$ cat src/rtl/cjoin2_cache_sync_if.sv
// Handshake bundle between two upstream producers, the join, and the next stage.
// The join itself connects through the slave modport.
interface cjoin2_cache_sync_if #(
   parameter int unsigned DATA_W = 32
);
   logic                  i_drive0;
   logic [DATA_W-1:0]     i_data0;
   logic                  o_free0;
   logic                  i_drive1;
   logic [DATA_W-1:0]     i_data1;
   logic                  o_free1;
   logic                  o_driveNext;
   logic [2*DATA_W-1:0]   o_data;
   logic                  i_freeNext;
   logic                  o_busy;
   logic                  o_err;

   modport master (
      output i_drive0, i_data0, i_drive1, i_data1, i_freeNext,
      input  o_free0, o_free1, o_driveNext, o_data, o_busy, o_err
   );

   modport slave (
      input  i_drive0, i_data0, i_drive1, i_data1, i_freeNext,
      output o_free0, o_free1, o_driveNext, o_data, o_busy, o_err
   );
endinterface

$ cat src/rtl/cjoin2_cache_sync.sv
// Two-way join: collects one drive from each producer, issues a combined drive, and
// returns a simultaneous free to both producers FREE_DELAY cycles after the next stage frees.
module cjoin2_cache_sync #(
   parameter int unsigned DATA_W     = 32,
   parameter int unsigned FREE_DELAY = 6
) (
   input logic                clk,
   input logic                rstn,
   cjoin2_cache_sync_if.slave bus
);

   typedef enum logic [1:0] {StCollect, StWaitFree, StDelay} stateT;

   localparam logic [7:0] CntInit = 8'(FREE_DELAY);

   stateT             state;
   logic              arrived0;
   logic              arrived1;
   logic [DATA_W-1:0] data0Q;
   logic [DATA_W-1:0] data1Q;
   logic [7:0]        cnt;

   logic              take0;
   logic              take1;
   logic              pairDone;
   logic [DATA_W-1:0] nxt0;
   logic [DATA_W-1:0] nxt1;

   always_comb begin
      take0    = bus.i_drive0 & ~arrived0;
      take1    = bus.i_drive1 & ~arrived1;
      pairDone = (arrived0 | take0) & (arrived1 | take1);
      nxt0     = take0 ? bus.i_data0 : data0Q;
      nxt1     = take1 ? bus.i_data1 : data1Q;
   end

   always_ff @(posedge clk or negedge rstn) begin
      if (!rstn) begin
         state           <= StCollect;
         arrived0        <= 1'b0;
         arrived1        <= 1'b0;
         data0Q          <= '0;
         data1Q          <= '0;
         cnt             <= '0;
         bus.o_free0     <= 1'b0;
         bus.o_free1     <= 1'b0;
         bus.o_driveNext <= 1'b0;
         bus.o_data      <= '0;
         bus.o_busy      <= 1'b0;
         bus.o_err       <= 1'b0;
      end else begin
         bus.o_driveNext <= 1'b0;
         bus.o_free0     <= 1'b0;
         bus.o_free1     <= 1'b0;
         case (state)
            StCollect: begin
               if (take0) begin
                  arrived0 <= 1'b1;
                  data0Q   <= bus.i_data0;
               end
               if (take1) begin
                  arrived1 <= 1'b1;
                  data1Q   <= bus.i_data1;
               end
               // A repeated drive keeps the first word; only the flag records the violation.
               if ((bus.i_drive0 & arrived0) | (bus.i_drive1 & arrived1) | bus.i_freeNext) begin
                  bus.o_err <= 1'b1;
               end
               if (pairDone) begin
                  bus.o_driveNext <= 1'b1;
                  bus.o_data      <= {nxt1, nxt0};
                  bus.o_busy      <= 1'b1;
                  state           <= StWaitFree;
               end else begin
                  bus.o_busy <= arrived0 | arrived1 | take0 | take1;
               end
            end
            StWaitFree: begin
               if (bus.i_drive0 | bus.i_drive1) bus.o_err <= 1'b1;
               if (bus.i_freeNext) begin
                  state <= StDelay;
                  if (FREE_DELAY == 0) begin
                     bus.o_free0 <= 1'b1;
                     bus.o_free1 <= 1'b1;
                     cnt         <= '0;
                  end else begin
                     cnt <= CntInit;
                  end
               end
            end
            StDelay: begin
               if (bus.i_drive0 | bus.i_drive1 | bus.i_freeNext) bus.o_err <= 1'b1;
               // cnt == 0 marks the free cycle itself; leave DELAY only once it has passed.
               if (cnt == 8'd0) begin
                  arrived0   <= 1'b0;
                  arrived1   <= 1'b0;
                  bus.o_busy <= 1'b0;
                  state      <= StCollect;
               end else begin
                  cnt <= cnt - 8'd1;
                  if (cnt == 8'd1) begin
                     bus.o_free0 <= 1'b1;
                     bus.o_free1 <= 1'b1;
                  end
               end
            end
            default: state <= StCollect;
         endcase
      end
   end

endmodule

$ cat src/flat_wrapper.sv
// flat-port wrapper written by rule: the top's interface ports become plain ports
module cjoin2_cache_sync_flat 
#(
   parameter int unsigned DATA_W     = 32,
   parameter int unsigned FREE_DELAY = 6
)
  (clk, rstn, bus_i_drive0, bus_i_data0, bus_i_drive1, bus_i_data1, bus_i_freeNext, bus_o_free0, bus_o_free1, bus_o_driveNext, bus_o_data, bus_o_busy, bus_o_err);
  cjoin2_cache_sync_if #(.DATA_W(DATA_W)) bus_i ();
  input logic clk;
  input logic rstn;
  input wire logic [$bits(bus_i.i_drive0)-1:0] bus_i_drive0;
  input wire logic [$bits(bus_i.i_data0)-1:0] bus_i_data0;
  input wire logic [$bits(bus_i.i_drive1)-1:0] bus_i_drive1;
  input wire logic [$bits(bus_i.i_data1)-1:0] bus_i_data1;
  input wire logic [$bits(bus_i.i_freeNext)-1:0] bus_i_freeNext;
  output wire logic [$bits(bus_i.o_free0)-1:0] bus_o_free0;
  output wire logic [$bits(bus_i.o_free1)-1:0] bus_o_free1;
  output wire logic [$bits(bus_i.o_driveNext)-1:0] bus_o_driveNext;
  output wire logic [$bits(bus_i.o_data)-1:0] bus_o_data;
  output wire logic [$bits(bus_i.o_busy)-1:0] bus_o_busy;
  output wire logic [$bits(bus_i.o_err)-1:0] bus_o_err;
  assign bus_i.i_drive0 = bus_i_drive0;
  assign bus_i.i_data0 = bus_i_data0;
  assign bus_i.i_drive1 = bus_i_drive1;
  assign bus_i.i_data1 = bus_i_data1;
  assign bus_i.i_freeNext = bus_i_freeNext;
  assign bus_o_free0 = bus_i.o_free0;
  assign bus_o_free1 = bus_i.o_free1;
  assign bus_o_driveNext = bus_i.o_driveNext;
  assign bus_o_data = bus_i.o_data;
  assign bus_o_busy = bus_i.o_busy;
  assign bus_o_err = bus_i.o_err;
  cjoin2_cache_sync #(.DATA_W(DATA_W), .FREE_DELAY(FREE_DELAY)) u_core (.clk(clk), .rstn(rstn), .bus(bus_i));
endmodule
$ cat config.mk
export PLATFORM = sky130hd
export DESIGN_NAME = cjoin2_cache_sync_flat
export DESIGN_NICKNAME = d
export VERILOG_FILES = /design/src/rtl/cjoin2_cache_sync_if.sv /design/src/rtl/cjoin2_cache_sync.sv /design/src/flat_wrapper.sv
export SDC_FILE = /design/constraint.sdc
export NUM_CORES = 1
export LEC_CHECK = 0
export CAP_MARGIN = 30
export CORE_MARGIN = 1
export CORE_UTILIZATION = 40
export CTS_CLUSTER_DIAMETER = 40
export DETAILED_ROUTE_END_ITERATION = 7
export PLACE_DENSITY_LB_ADDON = 0.05
export SLEW_MARGIN = 25
export SYNTH_ARGS = -nofsm -noshare
export SYNTH_HDL_FRONTEND = slang
export SYNTH_SLANG_ARGS = --single-unit
$ cat constraint.sdc
create_clock -name clk -period 1.7 [get_ports clk]
set_clock_uncertainty 0.2 [all_clocks]
set_input_delay 0.17 -clock clk [delete_from_list [all_inputs] [get_ports clk]]
set_output_delay 0.17 -clock clk [all_outputs]
set_load 0.02 [all_outputs]
==> results.cfg, run 1 <==
[cells_and_area]
finalNetCount = 710
utilization_pct = 65.0
final_layout_size_suffix_gt1_share_pct = 49.6
syn2layout_area_growth_pct = 57.8
antenna_cells_inserted = 0

[drt]
drt_first_pass_iters = 4
avgRoutedWirePerCell_um = 19.7
routed_wl_mm = 17.1
drtIter0Drc = 144
route.antenna.remaining_nets = 0
vias = 4325
post-route-drc-count = 0
via_count_normalized_by_instance_count = 4.99

[timing]
setup-violations-final = 141
worst_pin_slew_ns = 0.311
grt_setup_unrepaired = true
tns_ns = -15.08
fmax_mhz = 526
slew_headroom_pct = 79.2
period_minus_slack_ns = 1.90
share_of_the_cycle_needed_by_the_critical_path_after_routing_pct = 112
hold_viol_final = 0
postLayoutSetupSlackWorst_ns = -0.202
report.final.slew_viol_count = 0

[clock_network]
tritoncts = done
worst_skew_pair.late_latency_ns = 0.41
ctsLongestPathBuffers = 2
cts_inserted_buffers = 17
htreeDepth = 4
cts.sinks = 144
clkTransAtPathRegs_ns = 0.06
clock-root-buffer = sky130_fd_sc_hd__clkbuf_16

[worst_setup_path]
worst_ep_required_time_ns = 1.83
criticalPathCategory = flop to flop
worst-r2r-setup-slack_ns = -0.20
reg2reg_from = u_core.cnt[1]
critical_path.startpoint_type = flop
setup_crit_end_kind = flop
crit-reg2reg-capture = u_core.cnt[3]
cp-endpoint = u_core.cnt[3]
timing.reg2reg.worst_path_depth = 5
highest_fanout_seen_on_the_critical_path = 5
cp_data_arrival_time_ns = 2.03
startpoint = u_core.cnt[1]

[global_routing]
grt_antenna_before_repair = 0
first_global_vias = 4563
grt_first_pass_wirelength_mm = 25.1
overflow = 0
pin_count_of_the_biggest_net_entering_global_routing = 55
groute.usage.overall_pct = 19.7

[place]
place.gp.congestion = 0.707
numPortBuffers = 137
post-dp-hpwl_mm = 9.30

[synthesis]
synth_async_sr_flop_share_pct = 100
synth_compound_area_share_pct = 2.47
synth_seq_cells = 144
edff_count_synth = 0
synth_top_flop_cell = sky130_fd_sc_hd__dfrtp_1
dominant_combinational_cell_family_by_area_after_synthesis = multiplexers
netlist.area_leader.share_pct = 54.7
syn-num-nets = 506
synthAdderAreaFrac_pct = 0.570
synth_top_cell_by_area = sky130_fd_sc_hd__dfrtp_1
netlist_top_cells_area = sky130_fd_sc_hd__dfrtp_1 (55%), sky130_fd_sc_hd__mux2_1 (16%), sky130_fd_sc_hd__mux2_2 (11%)
synth.top_cells.by_count = sky130_fd_sc_hd__dfrtp_1 (144), sky130_fd_sc_hd__mux2_1 (95), sky130_fd_sc_hd__mux2_2 (67)
synthMuxAreaShare_pct = 35.4
synthSimpleGateAreaFrac_pct = 2.96
syn_area_sq_um = 6590
netlist_instances = 434
netlist-cell-type-count = 37
synth_sequential_area_ratio_pct = 54.7
post_synthesis_share_of_cell_area_spent_on_xor_and_xnor_gates_pct = 0
synth.avg_cell_area_sq_um = 15.2
yosysMostFrequentCell = sky130_fd_sc_hd__dfrtp_1
synth.yosys.warnings = 0

[power]
sw_power_mw = 6.63
sequentialPowerShare_pct = 28.6
power_frac_clock_pct = 18.1
power_switching_share_pct = 31.2
p_int_mw = 14.6
leakage_nw = 4.88
part_of_the_power_in_combinational_logic_pct = 53.3
ir_worst_vdd_mv = 0.941
pwr_density_cell_nw_per_um2 = 2040

[floorplan]
die_x_um = 130
row_count = 46
ioPinCount = 138
dieArea_sq_um = 17000
floorplan.die.height_um = 130
core_region_area_sq_um = 16000
start_util_pct = 41.2

[hold_path]
worst_hold_path_type = input port to flop
hold_start = bus_i_drive1

[status]
status = complete, but fails checks
failed_checks = setup timing

[run]
cap_viol_max_count = 0
==> registers in the layout, indices dropped and copies added, names as in the netlist <==
register	cells
u_core.bus.o_data	64
u_core.arrived1	1
u_core.data0Q	32
u_core.bus.o_err	1
u_core.bus.o_driveNext	1
u_core.arrived0	1
u_core.bus.o_free0	1
u_core.data1Q	32
u_core.bus.o_busy	1
u_core.cnt	8
u_core.state	2
==> worst max-delay path, cell delays in order, from the launching register on <==
cell                       delay (ns)
sky130_fd_sc_hd__dfrtp_1         0.39
sky130_fd_sc_hd__inv_2           0.09
sky130_fd_sc_hd__ha_4            0.13
sky130_fd_sc_hd__or4b_4          0.52
sky130_fd_sc_hd__o211ai_1        0.26
sky130_fd_sc_hd__mux2i_1         0.23
==> routing by layer <==
metal | vias to the layer above | GRT usage [%] | routed length, um
li1 | 1982 | - | -
met1 | 2229 | 26.3 | 7970
met2 | 99 | 31.5 | 8110
met3 | 15 | 5.49 | 795
met4 | 0 | 5.54 | 217
met5 | - | 0 | 0
==> through the flow <==
step	instances	power (mW)	instance area [sq um]	setup slack, ns	hold WS, ns
floorplan	434	10.8	6630	-0.153	-0.326
global placement	794	13.6	8420	-0.440	-0.173
detailed placement	794	13.8	8420	-0.452	-0.172
CTS	857	20.0	9870	-0.176	0.111
global route	867	22.3	10400	-0.263	0.0256
finish	867	21.2	10400	-0.202	0.00832
==> final cells by class <==
type / instances / area (sq um)
inverters: 5 / 18.8
repair buffers: 213 / 2450
clock buffers: 22 / 484
flip-flops and latches: 144 / 3610
clock inverters: 10 / 133
well taps: 216 / 270
fillers: 1218 / 5600
multi-input cells: 257 / 3430
==> power by group through the flow <==
stage               combinational (mW)  sequential, mW  clock, mW
floorplan                         4.02            6.80          0
global placement                  7.64            5.92          0
detailed placement                7.81            5.98          0
CTS                               10.1            5.98       3.93
global route                      11.9            6.27       4.09
finish                            11.3            6.07       3.85
==> worst min path at each step <==
stage | endpoint | slack [ns] | cells after the start
final | u_core.bus.o_err | 0.008 | 3
after CTS | u_core.bus.o_data[56] | 0.11 | 3
after global routing | u_core.bus.o_err | 0.03 | 3
after global placement | u_core.data1Q[15] | -0.17 | 1
after floorplan | u_core.arrived0 | -0.33 | 0
after detailed placement | u_core.bus.o_data[47] | -0.17 | 1
==> cell usage in the layout, fill, tap and decap left out, types with 4 or more instances in the layout <==
cell type                         Yosys  layout
sky130_fd_sc_hd__dlygate4sd2_1        0      69
sky130_fd_sc_hd__buf_4                3      25
sky130_fd_sc_hd__clkbuf_16            0      22
sky130_fd_sc_hd__buf_6               14      13
sky130_fd_sc_hd__buf_12               0      19
sky130_fd_sc_hd__mux2i_1              6       6
sky130_fd_sc_hd__clkbuf_8             0       4
sky130_fd_sc_hd__clkinv_2             0       4
sky130_fd_sc_hd__buf_16               0      10
sky130_fd_sc_hd__mux2_4              30     182
sky130_fd_sc_hd__mux2_2              67       9
sky130_fd_sc_hd__clkdlybuf4s50_1      0      66
sky130_fd_sc_hd__dfrtp_1            144     142
sky130_fd_sc_hd__a21oi_1              7       4
sky130_fd_sc_hd__nand2_1              8       8
==> repair_timing <==
action | 4_1_cts | 5_1_grt
gates cloned | 12 | 6
resized for setup | 186 | 98
endpoints found under the hold margin | 144 | 18
hold buffers | 2 | 2
setup buffers | 17 | 5
setup endpoints to repair | 209 | 160
pin swaps | 8 | 7
==> kinds of logic after synthesis <==
group / count (synthesis)
adder cells (fa/ha/maj): 3
multiplexers: 198
AND/OR/NAND/NOR: 33
buffers and inverters: 34
AO/OA/AOI/OAI: 22
flip-flops: 144
Note: power is estimated with default switching activity, not from simulation.
==> run 2: changes to the inputs <==
Settings changed: CELL_PAD_IN_SITES_DETAIL_PLACEMENT set to 0, CELL_PAD_IN_SITES_GLOBAL_PLACEMENT set to 1, CORE_UTILIZATION 40 to 38.
==> results.cfg, run 2 (same netlist as run 1, synthesis figures left out) <==
[global_routing]
overflow = 0
groute.usage.overall_pct = 20.1
first_global_vias = 4834
grt_antenna_before_repair = 0
grt_first_pass_wirelength_mm = 27.2
pin_count_of_the_biggest_net_entering_global_routing = 43

[drt]
avgRoutedWirePerCell_um = 20.4
drtIter0Drc = 150
via_count_normalized_by_instance_count = 4.97
met2_wirelength_mm = 8.32
met1Wirelength_mm = 8.65
route.antenna.remaining_nets = 0
wl_met3_um = 696
post-route-drc-count = 0
routed_wl_mm = 17.8
drt_first_pass_iters = 4
vias = 4342
maxUsedRoutingLayer = met4

[place]
post-dp-hpwl_mm = 9.47
numPortBuffers = 137
place.gp.congestion = 0.739
place_inst = 798
dpl_cell_area_sq_um = 8450

[timing]
share_of_the_cycle_needed_by_the_critical_path_after_routing_pct = 110
report.final.slew_viol_count = 0
postLayoutSetupSlackWorst_ns = -0.177
worst_pin_slew_ns = 0.444
setup-violations-final = 142
period_minus_slack_ns = 1.88
final.hold.worst_slack_ns = 0.0599
grt_setup_unrepaired = true
fmax_mhz = 533
hold_viol_final = 0
slew_headroom_pct = 70.1

[power]
power_switching_share_pct = 31.4
sw_power_mw = 6.50
part_of_the_power_in_combinational_logic_pct = 52.6
pwr_density_cell_nw_per_um2 = 2010
ir_worst_vdd_mv = 0.920
p_int_mw = 14.2
sequentialPowerShare_pct = 29.5
power_frac_clock_pct = 18.0
leakage_nw = 4.82

[run]
cap_viol_max_count = 0

[worst_setup_path]
highest_fanout_seen_on_the_critical_path = 8
maximum_single_stage_delay_on_the_critical_path_ns = 0.42
crit_buf_inv = 4
cp_cell_sequence = o22ai_2 > nor3_4 > buf_4 > buf_12 > buf_6 > buf_16 > mux2_2
worst_ep_required_time_ns = 1.79
critical_path.startpoint_type = flop
worst_path_dominant_cell_family = buffers and inverters
setup_crit_end_kind = flop
cp_data_arrival_time_ns = 1.97
reg2reg_from = u_core.arrived1
startpoint = u_core.arrived1
criticalPathCategory = flop to flop
worst_path_slowest_cell = sky130_fd_sc_hd__dfrtp_1

[clock_network]
clock-root-buffer = sky130_fd_sc_hd__clkbuf_16
tritoncts = done
worst_skew_pair.late_latency_ns = 0.41
htreeDepth = 4
cts_inserted_buffers = 17
cts.sinks = 144
clkTransAtPathRegs_ns = 0.06
ctsLongestPathBuffers = 2

[cells_and_area]
layout.area.seq_sq_um = 3610
multi_input_area_sq_um = 3350
layoutNonFillerInstCount = 874
antenna_cells_inserted = 0
finalNetCount = 715
largest_register = u_core.bus.o_data
largest_register_ffs = 64
num-fill-cells = 1329
syn2layout_area_growth_pct = 56.6
most_frequent_standard_cell_in_the_layout_excluding_fill_and_tap_cells = sky130_fd_sc_hd__mux2_4
postLayoutCellArea_sq_um = 10300
final_layout_size_suffix_gt1_share_pct = 47.6
commonest_cells_after_routing_fill_and_taps_aside = sky130_fd_sc_hd__mux2_4 (163), sky130_fd_sc_hd__dfrtp_1 (142), sky130_fd_sc_hd__dlygate4sd2_1 (69)
largest_registers = u_core.bus.o_data x64, u_core.data0Q x32, u_core.data1Q x32

[floorplan]
ioPinCount = 138
die_x_um = 134
core_region_area_sq_um = 16800
floorplan.die.height_um = 134
start_util_pct = 39.3
row_count = 47
dieArea_sq_um = 17900

[status]
status = complete, but fails checks
failed_checks = setup timing

[hold_path]
worst_hold_path_type = input port to async pin
## run 2: cell types whose count changed in the layout (fill, tap and decap cells not counted), moves of 2 or more
cell	previous run	this run
sky130_fd_sc_hd__buf_8	2	6
sky130_fd_sc_hd__a21oi_2	3	1
sky130_fd_sc_hd__clkbuf_1	1	5
sky130_fd_sc_hd__a21oi_1	4	6
sky130_fd_sc_hd__dlygate4sd3_1	3	1
sky130_fd_sc_hd__buf_4	25	30
sky130_fd_sc_hd__mux2_2	9	16
sky130_fd_sc_hd__clkbuf_8	4	2
sky130_fd_sc_hd__clkbuf_16	22	25
sky130_fd_sc_hd__mux2_4	182	163
sky130_fd_sc_hd__buf_12	19	15
sky130_fd_sc_hd__mux2_1	1	13
sky130_fd_sc_hd__clkinvlp_4	3	1
sky130_fd_sc_hd__clkinv_2	4	2
## run 2: final timing paths
check / end / slack, ns / cells after the start
worst max-delay path: u_core.bus.o_data[22] / -0.18 / 7
worst min-delay path: u_core.data1Q[18] / 0.06 / 2
worst max register to register: u_core.bus.o_data[22] / -0.18 / 7
worst min register to register: u_core.bus.o_data[30] / 0.30 / 1
max in group asynchronous: u_core.state[1] / 0.70 / 3
min in group clk: u_core.data0Q[18] / 0.20 / 2
## run 2: layout make-up
type                            instances  share of cell area, %
Timing Repair Buffer                  218                   24.2
Clock buffer                           24                   4.57
Tap cell                              220                   2.67
Clock inverter                          6                   1.04
Multi-Input combinational cell        257                   32.4
Sequential cell                       144                   34.9
Inverter                                5                  0.182
## run 2: what timing repair did
action	CTS	global route
hold buffers	1	0
gates resized for setup	226	38
setup buffers	18	14
hold endpoints to repair	144	0
endpoints found under the setup margin	211	143
gates cloned	12	8
pin swaps	7	7
## run 2: metal layers
metal / vias up / GRT usage [%]
met4: 0 / 4.92
met2: 99 / 32.2
met1: 2246 / 27.0
met3: 7 / 5.40
li1: 1990 / -
met5: - / 0
## run 2: worst reg2reg max path: cells and delay by family (launching register included)
| kind | cells | cell delay (ns) |
|---|---|---|
| AOI/OAI and AO/OA | 1 | 0.13 |
| buffers and inverters | 4 | 0.51 |
| DFF | 1 | 0.42 |
| muxes | 1 | 0.33 |
| and+or+nand+nor | 1 | 0.17 |
## run 2: per-stage QoR
stage	power, mW	setup TNS, ns	worst slack [ns]	util [%]
6_report	20.7	-13.14	-0.177	61.6
5_1_grt	21.8	-19.27	-0.244	61.6
4_1_cts	20.2	-11.30	-0.160	59.8
3_5_place_dp	13.8	-42.21	-0.365	50.4
3_3_place_gp	13.6	-41.34	-0.353	50.4
2_1_floorplan	10.8	-1.89	-0.153	-
## run 2: power groups by stage
stage / Clock (mW) / Sequential (mW) / Combinational [mW]
final: 3.72 / 6.10 / 10.9
after floorplan: 0 / 6.80 / 4.02
after global placement: 0 / 5.95 / 7.62
after global routing: 3.96 / 6.30 / 11.5
after CTS: 3.81 / 6.06 / 10.4
after detailed placement: 0 / 6.01 / 7.81
